## config.mk

```make
export PLATFORM = sky130hd
export DESIGN_NAME = sum32_accumulator
export DESIGN_NICKNAME = d
export VERILOG_FILES = /design/src/rtl/sum32_accumulator.sv
export SDC_FILE = /design/constraint.sdc
export NUM_CORES = 1
export LEC_CHECK = 0
export ABC_AREA = 1
export BUFFER_PORTS_ARGS = -buffer_cell sky130_fd_sc_hd__buf_4
export CAP_MARGIN = 25
export CORE_MARGIN = 2
export CORE_UTILIZATION = 26
export DETAILED_ROUTE_END_ITERATION = 10
export GPL_ROUTABILITY_DRIVEN = 1
export GPL_TIMING_DRIVEN = 0
export PLACE_DENSITY = 0.48
export SETUP_SLACK_MARGIN = 0.1
export SLEW_MARGIN = 15
export SYNTH_ARGS = -nofsm -noshare
export SYNTH_HDL_FRONTEND = slang
export SYNTH_SLANG_ARGS = --single-unit
```

## constraint.sdc

```tcl
create_clock -name CLK -period 2.1 [get_ports CLK]
set_input_delay 0.315 -clock CLK [delete_from_list [all_inputs] [get_ports CLK]]
set_output_delay 0.315 -clock CLK [all_outputs]
set_load 0.03 [all_outputs]
```

## src/rtl/sum32_accumulator.sv

```systemverilog
// sum32_accumulator: accumulates N signed 32-bit sums per burst with sticky overflow, wrap or saturate
module sum32_accumulator #(
  parameter int N   = 4,
  parameter bit SAT = 1'b0
) (
  input  logic        CLK,
  input  logic        RST,
  input  logic        IN_VALID,
  output logic        IN_READY,
  input  logic [31:0] C,
  output logic        OUT_VALID,
  input  logic        OUT_READY,
  output logic [31:0] ACC,
  output logic        OVF,
  output logic [7:0]  CNT
);
  typedef enum logic {ACCUM, HOLD} state_t;
  localparam logic [7:0] LAST = 8'(N - 1);
  state_t      state;
  logic [31:0] s;
  logic        v;
  logic [31:0] nxt;
  assign IN_READY  = (state == ACCUM);
  assign OUT_VALID = (state == HOLD);
  // signed step: overflow when operands agree in sign but the sum does not
  always_comb begin
    s   = ACC + C;
    v   = (ACC[31] == C[31]) && (s[31] != ACC[31]);
    nxt = (SAT && v) ? (C[31] ? 32'h8000_0000 : 32'h7FFF_FFFF) : s;
  end
  // burst handshake, accumulation and result hold
  always_ff @(posedge CLK) begin
    if (RST) begin
      state <= ACCUM;
      ACC   <= '0;
      OVF   <= 1'b0;
      CNT   <= '0;
    end else if (state == ACCUM && IN_VALID) begin
      ACC   <= (CNT == 8'd0) ? C : nxt;
      OVF   <= (CNT == 8'd0) ? 1'b0 : (OVF | v);
      CNT   <= CNT + 8'd1;
      state <= (CNT == LAST) ? HOLD : ACCUM;
    end else if (state == HOLD && OUT_READY) begin
      state <= ACCUM;
      CNT   <= '0;
    end
  end
endmodule

```

==> After elaboration in Yosys (flattened, before gate mapping) <==
Cells that the tools add are included.
{ "word_totals": {"elab_cells": 23, "regBits": 42, "inputBits": 36} }
{ "op_classes": {"n_eq_ne": 3, "bitwise_logic": 2, "n_addsub": 2, "n_mux": 7, "n_reduce_logical": 5} }
{ "ops": {"columns": ["cell", "count"], "rows": [
  ["32-bit adder", 1],
  ["32-bit 2-to-1 mux", 1],
  ["8-bit 2-to-1 mux", 2],
  ["8-bit by 1-bit adder with 8-bit output (second input constant)", 1],
  ["8-bit by 2-bit == test with 1-bit output (second input constant)", 1],
  ["8-bit zero test", 1],
  ["1-bit 2-to-1 mux", 4],
  ["1-bit logical AND", 3],
  ["2-bit nonzero test", 1],
  ["1-bit == test", 1],
  ["1-bit inequality test", 1],
  ["1-bit inverter", 1],
  ["1-bit bitwise OR", 1]
]} }

==> Logic depth before layout (Yosys ltp) <==
Gate-level depths: netlist of run 1.
{ "logic_depth": {"word_depth": 5, "mapped_depth": 14, "ltp_nobuf": 14} }

==> Worst setup path after synthesis of run 1 <==
Ideal clock, no wire load.
{ "synth_path": {"kind": "flip-flop to flip-flop", "from": "register ACC[0]", "to": "register ACC[16]", "arrival_ns": 1.939, "period_less_slack_ns": 2.073, "path_stages_with_launch": 14, "required_time_ns": 1.966, "path_buffers": 0, "setup_time_ns": 0.134, "slack_ns": 0.027, "path_cell_list": "dfxtp_1 -> ha_1 -> inv_1 -> fa_1 -> inv_1 -> nand3_1 -> nand3_1 -> nand2_1 -> a21oi_1 -> nor2_1 -> nand2_1 -> nand3_1 -> nand2_1 -> a21oi_1"} }
{ "synth_via": {"elab_chain_len": 2} }
{ "synth_rtl": {"columns": ["element", "line", "text"], "rows": [
  ["from (decl)", "13", "output logic [31:0] ACC,"],
  ["from (signal assigned)", "39", "ACC <= (CNT == 8'd0) ? C : nxt;"],
  ["32-bit adder", "27", "s = ACC + C;"],
  ["32-bit 2-to-1 mux", "39", null]
]} }
Every way passes these cells.
A chain may end at the register's enable or synchronous reset.

==> Worst setup path after layout of run 1 <==
{ "layout_path": {"from": "register ACC[0]", "to": "register ACC[8]"} }
Same word-level chain as after synthesis.

==> results of run 1 <==
-- registers in the layout, indices dropped and copies added (netlist names) --
register,flops
ACC,32
OUT_VALID,1
CNT,8
OVF,1
-- cell families after synthesis --
family | share of synthesized area
compound gates | 0.1282
xor+xnor | 0.02368
fa+ha+maj | 0.09752
buf+inv | 0.1421
flops | 0.1894
simple gates | 0.4191
-- cells in the final DEF, fill, tap and decap left out, types with 4 or more instances in the layout --
cell type and n:
a21oi_1 52, a21oi_2 13, buf_2 7, buf_4 85, clkbuf_1 4, clkbuf_16 5, dfxtp_1 34, dfxtp_2 7
ha_1 14, ha_2 6, ha_4 13, inv_1 131, inv_2 5, nand2_1 259, nand2_2 24, nand3_1 39
nand3_2 8, nand3_4 4, nand4_1 4, nor2_1 80, nor2_2 14, o21ai_0 15, o21ai_1 8, xor2_1 10
-- worst max-delay path: stages (launching register included) --
cell and delay, ns:
dfxtp_4 0.37, ha_4 0.13, inv_2 0.04, fa_2 0.37, inv_2 0.10, nand3_2 0.09, nand3_4 0.10, nand2_4 0.07
nand2_2 0.09, buf_4 0.12, xor2_1 0.14, nand2_1 0.07, a21oi_1 0.15
-- power breakdown --
part           internal [uW]  switching, uW
Sequential               865           70.5
Combinational            606            994
Clock                    457            412
Total                   1930           1480
-- stage by stage --
step	hold slack, ns	setup WS, ns	total power (uW)
6_report	0.3207	0.1795	3405
5_1_grt	0.3207	0.07616	3677
4_1_cts	0.2883	0.1124	3291
3_5_place_dp	0.4562	-0.2131	2391
3_3_place_gp	0.4586	-0.2293	2389
2_1_floorplan	0.4952	0.1543	1938
-- what timing repair did --
item / 4_1_cts / 5_1_grt
gates cloned: 0 / 0
endpoints found under the hold margin: 0 / 0
buffers inserted: 0 / 6
endpoints found under the setup margin: 9 / 19
resized for setup: 7 / 76
pin swaps: 0 / 11
-- layer usage --
metal	up-vias	GRT usage
met3	8	0.02703
li1	2625	-
met4	0	0.03450
met1	2157	0.2378
met2	81	0.2645
met5	-	0
-- layout make-up --
type,count,share of cell area
Inverter,136,0.08685
Buffer,17,0.02043
Multi-Input combinational cell,592,0.5673
Clock buffer,5,0.02129
Tap cell,220,0.04683
Sequential cell,42,0.1452
Clock inverter,3,0.004896
Timing Repair Buffer,84,0.1073
-- worst paths after layout --
kind,depth (start not counted),endpoint
max,12,ACC[8]
min,3,ACC[4]
max reg2reg,12,ACC[8]
min reg2reg,2,OVF
==> results by group, run 1 <==
STA
  • Tmin final: 1.921 ns
  • Relative slew margins: 0.4781
  • Final period util: 0.9145
  • FMAX: approximately 520 MHz
  • RSZ-0062 raised after global routing: yes
  • Max-slew violation count: 0
  • Setup TNS: 0 ns
  • Post-Route Skew: 0.01299 ns
  • Final Hold Viols: 0
  • Final setup fails: 0
  • Worst-margin pin slew: 0.7828 ns

Detailed routing
  • Antenna viol nets, final: 0
  • Met3 Routed Length: 533 microns
  • DRT Pass-1 Iters: 7
  • # DRC: 0
  • Vias: 4,871
  • Iter 0 DRT Violations: 260
  • Vias/cell: 4.432
  • Met2 WL: around 6.4 mm
  • DR WL/cell: 13.47 microns
  • Met1 WL: 7.709 mm
  • Top routing layer used: met4
  • DRT Wirelength: 14.80 mm

Clocking
  • Skew-Pair Late Insertion Delay: between 0.3 and 0.4 ns
  • CTS clock-pin slew for the worst setup and hold paths: 0.08 ns
  • TritonCTS buffer count: 5
  • Clock tree buffer depth: 2
  • CTS tree: done
  • H-tree depth: 2
  • CTS Sinks: 42
  • Clock Root Buffer: clkbuf_16
  • Hold_buf cts: 0

Final layout
  • Final instance area: about 0.0059 sq mm
  • Number of diodes: 0
  • Share of cells above drive strength 1: 0.2389
  • FF/Latch Area: 853.3 sq um
  • Util after Layout: 0.3532
  • # fillers: 1,855
  • Area occupied by multi-input gates: around 0.0033 sq mm
  • Non-filler cells, final: between 1k and 1.5k
  • Nets: 948
  • Area Growth Syn to Fin: 32.41%

Synth
  • Post-synthesis register bit count: 42
  • Cell Area, Synth: 0.004439 sq mm
  • Async set or reset register ratio after synthesis: 0
  • Netlist cell types: 37
  • Main flop type after synthesis: dfxtp_1
  • Synth warn: 0
  • Area fraction of the dominant cell type after synthesis: 0.2300
  • Post-synthesis sequential area ratio: 0.1894
  • Number of synthesized flops with an enable pin: 0
  • Syn Area/Cell: 5.641 sq um
  • Cells after synthesis: 787
  • Top-count cell post-synth: nand2_1
  • Top cells by area, synth: nand2_1 23%, dfxtp_1 19%, inv_1 11%
  • Synth cell count leaders: 272 x nand2_1, 133 x inv_1, 91 x nor2_1, 63 x a21oi_1, 45 x nand3_1
  • Yosys top cell by area: nand2_1
  • Syn Nets: 857

Die
  • Row cnt: 47
  • Die Span Y: between 100 and 150 microns
  • IO Pins: 79
  • Die span in x: 134.7 microns
  • Die ar.: 0.01813 sq mm
  • Starting Density: 0.2667
  • Core area: 0.01664 sq mm

Worst setup path
  • Crit path launch type: flip-flop
  • Reg-to-reg setup timing slack: 0.18 ns
  • Peak fanout along the critical path: 3
  • Crit Path Class: reg -> reg
  • Critical Path AT: 2.16 ns
  • RR Startpoint: ACC[0]
  • Required time of the critical path: 2.34 ns
  • CP Launch Point: ACC[0]
  • Worst Setup End Kind: flip-flop

Placed design
  • GP Congestion: 0.8916
  • Final HPWL DP: 11.87 mm
  • PortBufs: 78
  • Placed Cells: 1,085
  • Placed instance area: 0.005301 sq mm

GRT
  • First-pass GRT wire length: 23.93 mm
  • Gr ovfl total: 0
  • Largest net degree at the start of global routing: 17
  • Total global-route track usage: 0.1666
  • Number of global-route vias before repair: 4,734
  • Initial antenna violation count: 0

Pwr
  • Leak Pwr: 0.003079 uW
  • Power Density: 579.2 mW/mm^2
  • Maximum vdd ir drop: 0.2987 mV

Status
  • Status: complete, no violations

Worst hold path
  • Worst Hold Launch: C[4]
  • Type of the worst min-delay path: in -> reg

Job
  • Max-cap check violation count: 0
No activity file was read; power rests on OpenSTA's default activity.
==> run 2, diff against run 1 <==
--- a/config.mk
+++ b/config.mk
@@ -12,8 +12,6 @@
 export CORE_UTILIZATION = 26
 export DETAILED_ROUTE_END_ITERATION = 10
 export GPL_ROUTABILITY_DRIVEN = 1
-export GPL_TIMING_DRIVEN = 0
-export PLACE_DENSITY = 0.48
 export SETUP_SLACK_MARGIN = 0.1
 export SLEW_MARGIN = 15
 export SYNTH_ARGS = -nofsm -noshare
==> run 2 against run 1 <==
Design area decreased by 4.9%. Routed wire length decreased by 6.1%. Worst setup slack improved by 0.025 ns. Sequential cell count unchanged. Global-route usage decreased by 0.88 points. Combinational power decreased by 7%. First-iteration DRC count decreased by 6.5%. Largest power group unchanged. Highest routed layer unchanged.
==> results by group, run 2 (same netlist as run 1, synthesis figures left out) <==
GRT
  • Number of global-route vias before repair: 4,763 (was 4,734)
  • Initial antenna violation count: 0 (unchanged)
  • Largest net degree at the start of global routing: 33 (was 17)
  • First-pass GRT wire length: 22.88 mm (was 23.93 mm)
  • Met2 global-route usage: 0.2524 (was 0.2645)
  • GR Util met1: 0.2172 (was 0.2378)
  • GR peak layer: met2 (unchanged)
  • Met3 Use GR: 0.02553 (was 0.02703)
  • Gr ovfl total: 0 (unchanged)
  • Total global-route track usage: 0.1578 (was 0.1666)

Detailed routing
  • Iter 0 DRT Violations: 243 (was 260)
  • DR WL/cell: 12.74 microns (was 13.47 microns)
  • Vias/cell: 4.468 (was 4.432)
  • # DRC: 0 (unchanged)
  • DRT Pass-1 Iters: 4 (was 7)
  • Antenna viol nets, final: 0 (unchanged)
  • Vias: 4,870 (was 4,871)
  • DRT Wirelength: 13.89 mm (was 14.80 mm)

Pwr
  • Maximum vdd ir drop: 0.3008 mV (was 0.2987 mV)
  • Leak Pwr: 0.002992 uW (was 0.003079 uW)
  • Power Density: 588.2 mW/mm^2 (was 579.2 mW/mm^2)

Die
  • Core area: 0.01664 sq mm (unchanged)
  • Die Span Y: 134.7 microns (unchanged)
  • Die ar.: 0.01813 sq mm (unchanged)
  • Row cnt: 47 (unchanged)
  • Starting Density: 0.2667 (unchanged)
  • Die span in x: 134.7 microns (unchanged)
  • IO Pins: 79 (unchanged)

Job
  • Max-cap check violation count: 0 (unchanged)

Placed design
  • Placed Cells: 1,080 (was 1,085)
  • GP Congestion: 0.9246 (was 0.8916)
  • Final HPWL DP: 11.06 mm (was 11.87 mm)
  • Placement Setup Slack: 0.05150 ns (was -0.2131 ns)
  • Placed instance area: 0.005274 sq mm (was 0.005301 sq mm)
  • PortBufs: 78 (unchanged)

Worst setup path
  • Peak fanout along the critical path: 4 (was 3)
  • Crit path launch type: flip-flop (unchanged)
  • Required time of the critical path: 2.28 ns (was 2.34 ns)
  • R2r worst-path depth: 13 (was 12)
  • Crit Path Class: reg -> reg (unchanged)
  • Worst Setup End Kind: flip-flop (unchanged)
  • Critical Path AT: 2.08 ns (was 2.16 ns)

Final layout
  • Area Growth Syn to Fin: 25.93% (was 32.41%)
  • Non-filler cells, final: 1,090 (was 1,099)
  • Regs by FF count: ACC x32, CNT x8 (unchanged)
  • Most frequent cells in the layout: 260 x nand2_1, 132 x inv_1, 92 x buf_4 (was 259 x nand2_1, 131 x inv_1, 85 x buf_4)
  • Nets: 939 (was 948)
  • Leading cell type in the layout, fill and taps excluded: nand2_1 (unchanged)
  • Share of cells above drive strength 1: 0.2149 (was 0.2389)
  • Final instance area: 0.005590 sq mm (was 0.005878 sq mm)
  • Largest register FFs: 32 (unchanged)
  • Number of diodes: 0 (unchanged)
  • Reg with most FFs: ACC (unchanged)

STA
  • Final Hold Viols: 0 (unchanged)
  • FMAX: 527.5 MHz (was 520.7 MHz)
  • Fin worst setup slack: 0.2042 ns (was 0.1795 ns)
  • Worst-margin pin slew: 0.4035 ns (was 0.7828 ns)
  • Max-slew violation count: 0 (unchanged)
  • Post-Route Skew: 0.006612 ns (was 0.01299 ns)
  • Final period util: 0.9027 (was 0.9145)
  • Relative slew margins: 0.7307 (was 0.4781)
  • Setup TNS: 0 ns (unchanged)
  • Tmin final: 1.896 ns (was 1.921 ns)
  • RSZ-0062 raised after global routing: yes (unchanged)
  • Final setup fails: 0 (unchanged)
  • Hold slack: 0.2862 ns (was 0.3207 ns)

Clocking
  • CTS Sinks: 42 (unchanged)
  • Clock Root Buffer: clkbuf_16 (unchanged)
  • CTS tree: done (unchanged)
  • Hold_buf cts: 0 (unchanged)
  • TritonCTS buffer count: 5 (unchanged)
  • Clock tree buffer depth: 2 (unchanged)
  • Skew-Pair Late Insertion Delay: 0.31 ns (about the same)
  • H-tree depth: 2 (unchanged)
  • CTS clock-pin slew for the worst setup and hold paths: 0.07 ns (was 0.08 ns)

Worst hold path
  • WHS Path Cells: 2 (was 3)
  • Type of the worst min-delay path: in -> reg (unchanged)

Status
  • Status: complete, no violations (unchanged)
[run 2: critical path: stages, from the launching register on]
cell	delay, ns
dfxtp_2	0.34
ha_2	0.17
inv_1	0.06
fa_2	0.36
inv_2	0.08
nand3_1	0.07
nand3_2	0.11
nand3_1	0.10
nand3_2	0.11
nand2_1	0.08
nand3_1	0.08
nand3_1	0.08
nand2_1	0.07
a21oi_1	0.06
[run 2: what timing repair did]
action,CTS,global route
buffers inserted,0,2
endpoints found under the setup margin,0,20
gates resized for setup,0,51
hold endpoints to repair,0,0
[run 2: metal layers]
metal	share of wire	routed length (microns)	up-vias
met3	0.050	695	11
met1	0.50	6878	2167
met4	0.012	167	0
li1	-	-	2601
met5	0	0	-
met2	0.44	6150	91
[run 2: final cells by class]
type	count	area [sq um]
inverters	136	510.5
well taps	220	275.3
repair buffers	92	690.7
fillers	1889	11050
multi-input cells	592	3108
clock buffers	5	125.1
clock inverters	3	26.28
flip-flops and latches	42	854.6
[run 2: final timing paths]
check / slack (ns) / end / startpoint
worst max-delay path: 0.20 / ACC[28] / ACC[0]
worst min-delay path: 0.29 / ACC[21] / RST
worst max register to register: 0.20 / ACC[28] / ACC[0]
worst min register to register: 0.47 / OVF / OVF
[run 2: power by group]
| group | switching (uW) | leakage [uW] | internal, uW | total (uW) |
|---|---|---|---|---|
| combinational | 947 | 0.00257 | 547 | 1490 |
| clock | 410 | 0.0000752 | 456 | 866 |
| sequential | 62.8 | 0.000349 | 866 | 929 |
[run 2: metrics by stage]
step             util  power, uW
2_1_floorplan       -       1938
3_3_place_gp   0.3169       2362
3_5_place_dp   0.3169       2365
4_1_cts        0.3260       3256
5_1_grt        0.3359       3535
6_report       0.3359       3288
==> run 3, diff against run 2 <==
--- a/config.mk
+++ b/config.mk
@@ -5,11 +5,10 @@
 export SDC_FILE = /design/constraint.sdc
 export NUM_CORES = 1
 export LEC_CHECK = 0
-export ABC_AREA = 1
 export BUFFER_PORTS_ARGS = -buffer_cell sky130_fd_sc_hd__buf_4
 export CAP_MARGIN = 25
 export CORE_MARGIN = 2
-export CORE_UTILIZATION = 26
+export CORE_UTILIZATION = 40
 export DETAILED_ROUTE_END_ITERATION = 10
 export GPL_ROUTABILITY_DRIVEN = 1
 export SETUP_SLACK_MARGIN = 0.1
==> run 3 against run 2 <==
Critical endpoint is now ACC[24]. Final cell count decreased by 28%. Critical path depth down 1. Synthesized area decreased by 18%. Highest routed layer unchanged. Combinational power grew 21%. Clock skew grew 0.0051 ns. The flow now finishes with violations (setup timing).
==> results by group, run 3 <==
GRT
  • First-pass GRT wire length: 19.95 mm (was 22.88 mm)
  • Largest net degree at the start of global routing: 44 (was 33)
  • Initial antenna violation count: 0 (unchanged)
  • Gr ovfl total: 0 (unchanged)
  • Number of global-route vias before repair: 4,145 (was 4,763)
  • Total global-route track usage: 0.2441 (was 0.1578)

Synth
  • Post-synthesis register bit count: 42 (unchanged)
  • Synth cell count leaders: 58 x nand2_1, 54 x nor2_1, 47 x a21oi_1, 42 x dfxtp_1, 33 x ha_1 (was 272 x nand2_1, 133 x inv_1, 91 x nor2_1, 63 x a21oi_1, 45 x nand3_1)
  • Yosys top cell by area: dfxtp_1 (was nand2_1)
  • Async set or reset register ratio after synthesis: 0 (unchanged)
  • Post-synthesis sequential area ratio: 0.2318 (was 0.1894)
  • Netlist cell types: 58 (was 37)
  • Top-count cell post-synth: nand2_1 (unchanged)
  • Syn Nets: 557 (was 857)
  • Cells after synthesis: 487 (was 787)
  • Top cells by area, synth: dfxtp_1 23%, ha_1 11%, a21oi_1 6.5% (was nand2_1 23%, dfxtp_1 19%, inv_1 11%)
  • Number of synthesized flops with an enable pin: 0 (unchanged)
  • Syn Area/Cell: 7.448 sq um (was 5.641 sq um)
  • Area fraction of the dominant cell type after synthesis: 0.2318 (was 0.2300)
  • Synth warn: 0 (unchanged)
  • Main flop type after synthesis: dfxtp_1 (unchanged)
  • Cell Area, Synth: 0.003627 sq mm (was 0.004439 sq mm)

Final layout
  • # fillers: 775 (was 1,889)
  • Largest register FFs: 32 (unchanged)
  • Share of cells above drive strength 1: 0.4567 (was 0.2149)
  • Leading cell type in the layout, fill and taps excluded: buf_4 (was nand2_1)
  • Area Growth Syn to Fin: 61.71% (was 25.93%)
  • Most frequent cells in the layout: 206 x buf_4, 57 x nand2_1, 52 x nor2_1 (was 260 x nand2_1, 132 x inv_1, 92 x buf_4)
  • Regs by FF count: ACC x32, CNT x8 (unchanged)
  • Reg with most FFs: ACC (unchanged)
  • Nets: 750 (was 939)
  • Util after Layout: 0.6693 (was 0.3359)
  • Number of diodes: 0 (unchanged)

Detailed routing
  • DRT Pass-1 Iters: 5 (was 4)
  • DRT Wirelength: 12.11 mm (was 13.89 mm)
  • Vias: 4,269 (was 4,870)
  • # DRC: 0 (unchanged)
  • Iter 0 DRT Violations: 140 (was 243)
  • DR WL/cell: 15.35 microns (was 12.74 microns)
  • Antenna viol nets, final: 0 (unchanged)
  • Vias/cell: 5.411 (was 4.468)

Die
  • Row cnt: 34 (was 47)
  • Die span in x: 99.23 microns (was 134.7 microns)
  • Die Span Y: 99.23 microns (was 134.7 microns)
  • Starting Density: 0.4139 (was 0.2667)
  • Die ar.: 0.009846 sq mm (was 0.01813 sq mm)
  • Core area: 0.008763 sq mm (was 0.01664 sq mm)
  • IO Pins: 79 (unchanged)

Worst setup path
  • Max stage delay on crit path: 0.48 ns (was 0.36 ns)
  • Crit Path Class: reg -> reg (unchanged)
  • Required time of the critical path: 2.33 ns (was 2.28 ns)
  • Crit path buffers/inverters: 1 (was 2)
  • Worst path cell trace: ha_4 -> inv_2 -> fa_2 -> nor2b_4 -> o31a_1 -> o211ai_2 -> nand3_2 -> a31o_1 -> a21oi_2 -> o21ai_2 -> or4b_4 -> a311oi_2 (was ha_2 -> inv_1 -> fa_2 -> inv_2 -> nand3_1 -> nand3_2 -> nand3_1 -> nand3_2 -> nand2_1 -> nand3_1 -> nand3_1 -> nand2_1 -> a21oi_1)
  • Kind of cell adding the most delay to the critical path: compound AO/OA/AOI/OAI gates (was simple AND/OR/NAND/NOR gates)
  • Critical Path AT: 2.83 ns (was 2.08 ns)
  • Peak fanout along the critical path: 2 (was 4)
  • Slowest library cell on the worst path: or4b_4 (was fa_2)
  • Crit path launch type: flip-flop (unchanged)
  • Worst Setup End Kind: flip-flop (unchanged)

Status
  • Status: finished, violations left (was complete, no violations)
  • Failing checks: setup timing

STA
  • Hold slack: 0.2812 ns (was 0.2862 ns)
  • Final setup fails: 23 (was 0)
  • FMAX: 384.8 MHz (was 527.5 MHz)
  • RSZ-0062 raised after global routing: yes (unchanged)
  • Max-slew violation count: 0 (unchanged)
  • Tmin final: 2.599 ns (was 1.896 ns)
  • Final period util: 1.237 (was 0.9027)
  • Worst-margin pin slew: 0.5287 ns (was 0.4035 ns)
  • Final Hold Viols: 0 (unchanged)
  • Fin worst setup slack: -0.4987 ns (was 0.2042 ns)
  • Relative slew margins: 0.6475 (was 0.7307)
  • Post-Route Skew: 0.01169 ns (was 0.006612 ns)

Clocking
  • CTS Sinks: 42 (unchanged)
  • Skew-Pair Late Insertion Delay: 0.31 ns (about the same)
  • Clock tree buffer depth: 2 (unchanged)
  • CTS clock-pin slew for the worst setup and hold paths: 0.10 ns (was 0.07 ns)
  • TritonCTS buffer count: 5 (unchanged)
  • CTS tree: done (unchanged)
  • H-tree depth: 2 (unchanged)
  • Clock Root Buffer: clkbuf_8 (was clkbuf_16)

Pwr
  • Maximum vdd ir drop: 0.3394 mV (was 0.3008 mV)
  • Power Density: 580.3 mW/mm^2 (was 588.2 mW/mm^2)
  • Clk pwr share: 0.203 (was 0.263)
  • Leak Pwr: 0.002727 uW (was 0.002992 uW)
  • Sw Share: 0.3778 (was 0.4317)
  • Switch Pwr: 1286 uW (was 1420 uW)
  • Comb pwr share: 0.528 (was 0.454)
  • Internal power: 2118 uW (was 1869 uW)
  • Sequential power share: 0.269 (was 0.283)

Placed design
  • Placement Setup Slack: -0.5939 ns (was 0.05150 ns)
  • PortBufs: 78 (unchanged)
  • Final HPWL DP: 9.045 mm (was 11.06 mm)
  • GP Congestion: 0.9612 (was 0.9246)

Worst hold path
  • Type of the worst min-delay path: in -> reg (unchanged)

Job
  • Max-cap check violation count: 0 (unchanged)
[run 3: stage by stage]
| stage | total power, uW | cell area (sq um) | TNS, ns | std cells |
|---|---|---|---|---|
| 2_1_floorplan | 1869 | 3846 | -2.325 | 487 |
| 3_3_place_gp | 2540 | 5396 | -8.340 | 767 |
| 3_5_place_dp | 2560 | 5396 | -9.149 | 767 |
| 4_1_cts | 3353 | 5734 | -6.296 | 784 |
| 5_1_grt | 3607 | 5866 | -10.47 | 789 |
| 6_report | 3404 | 5866 | -7.305 | 789 |
[run 3: cell type report]
cell class,count,area [sq um],share of cell area
Tap cell,108,135.1,0.02304
Sequential cell,42,889.6,0.1517
Inverter,8,30.03,0.005119
Multi-Input combinational cell,409,3013,0.5137
Clock inverter,3,45.04,0.007679
Timing Repair Buffer,214,1684,0.2871
Clock buffer,5,68.82,0.01173
[run 3: routing by layer]
metal	GRT usage	vias to the layer above	share of wire
li1	-	2169	-
met4	0.03267	0	0.0061
met2	0.4397	87	0.51
met1	0.3243	2005	0.46
met5	0	-	0
met3	0.02389	8	0.032
[run 3: cell families after synthesis]
kind of cell,Yosys count,share of synthesized area
xor+xnor,17,0.04105
fa+ha+maj,34,0.1194
buf+inv,36,0.03863
flops,42,0.2318
simple gates,196,0.2566
mux,12,0.03415
compound gates,150,0.2784
[run 3: final timing paths]
| kind | from | end | slack (ns) | depth (start not counted) |
|---|---|---|---|---|
| worst max register to register | ACC[0] | ACC[24] | -0.50 | 12 |
| worst min register to register | CNT[0] | CNT[0] | 0.54 | 2 |
| worst max-delay path | ACC[0] | ACC[24] | -0.50 | 12 |
| worst min-delay path | C[3] | ACC[3] | 0.28 | 3 |
[run 3: power by group through the flow]
stage               clock network [uW]  logic (uW)  registers (uW)
finish                             692        1800             916
global route                       738        1950             924
CTS                                704        1730             915
detailed placement                   0        1630             932
global placement                     0        1610             928
floorplan                            0         809            1060
[run 3: worst reg2reg max path, cell delays in order (launching register included)]
cell and delay [ns]:
dfxtp_4 0.36, ha_4 0.15, inv_2 0.05, fa_2 0.22, nor2b_4 0.05, o31a_1 0.26
o211ai_2 0.21, nand3_2 0.10, a31o_1 0.20, a21oi_2 0.18, o21ai_2 0.08, or4b_4 0.48
a311oi_2 0.19
[run 3: what timing repair did]
item / in CTS / in global routing
hold buffers: 0 / 0
pin swaps: 14 / 20
setup buffers: 9 / 5
resized for setup: 29 / 16
gates cloned: 1 / 0
endpoints found under the setup margin: 27 / 33
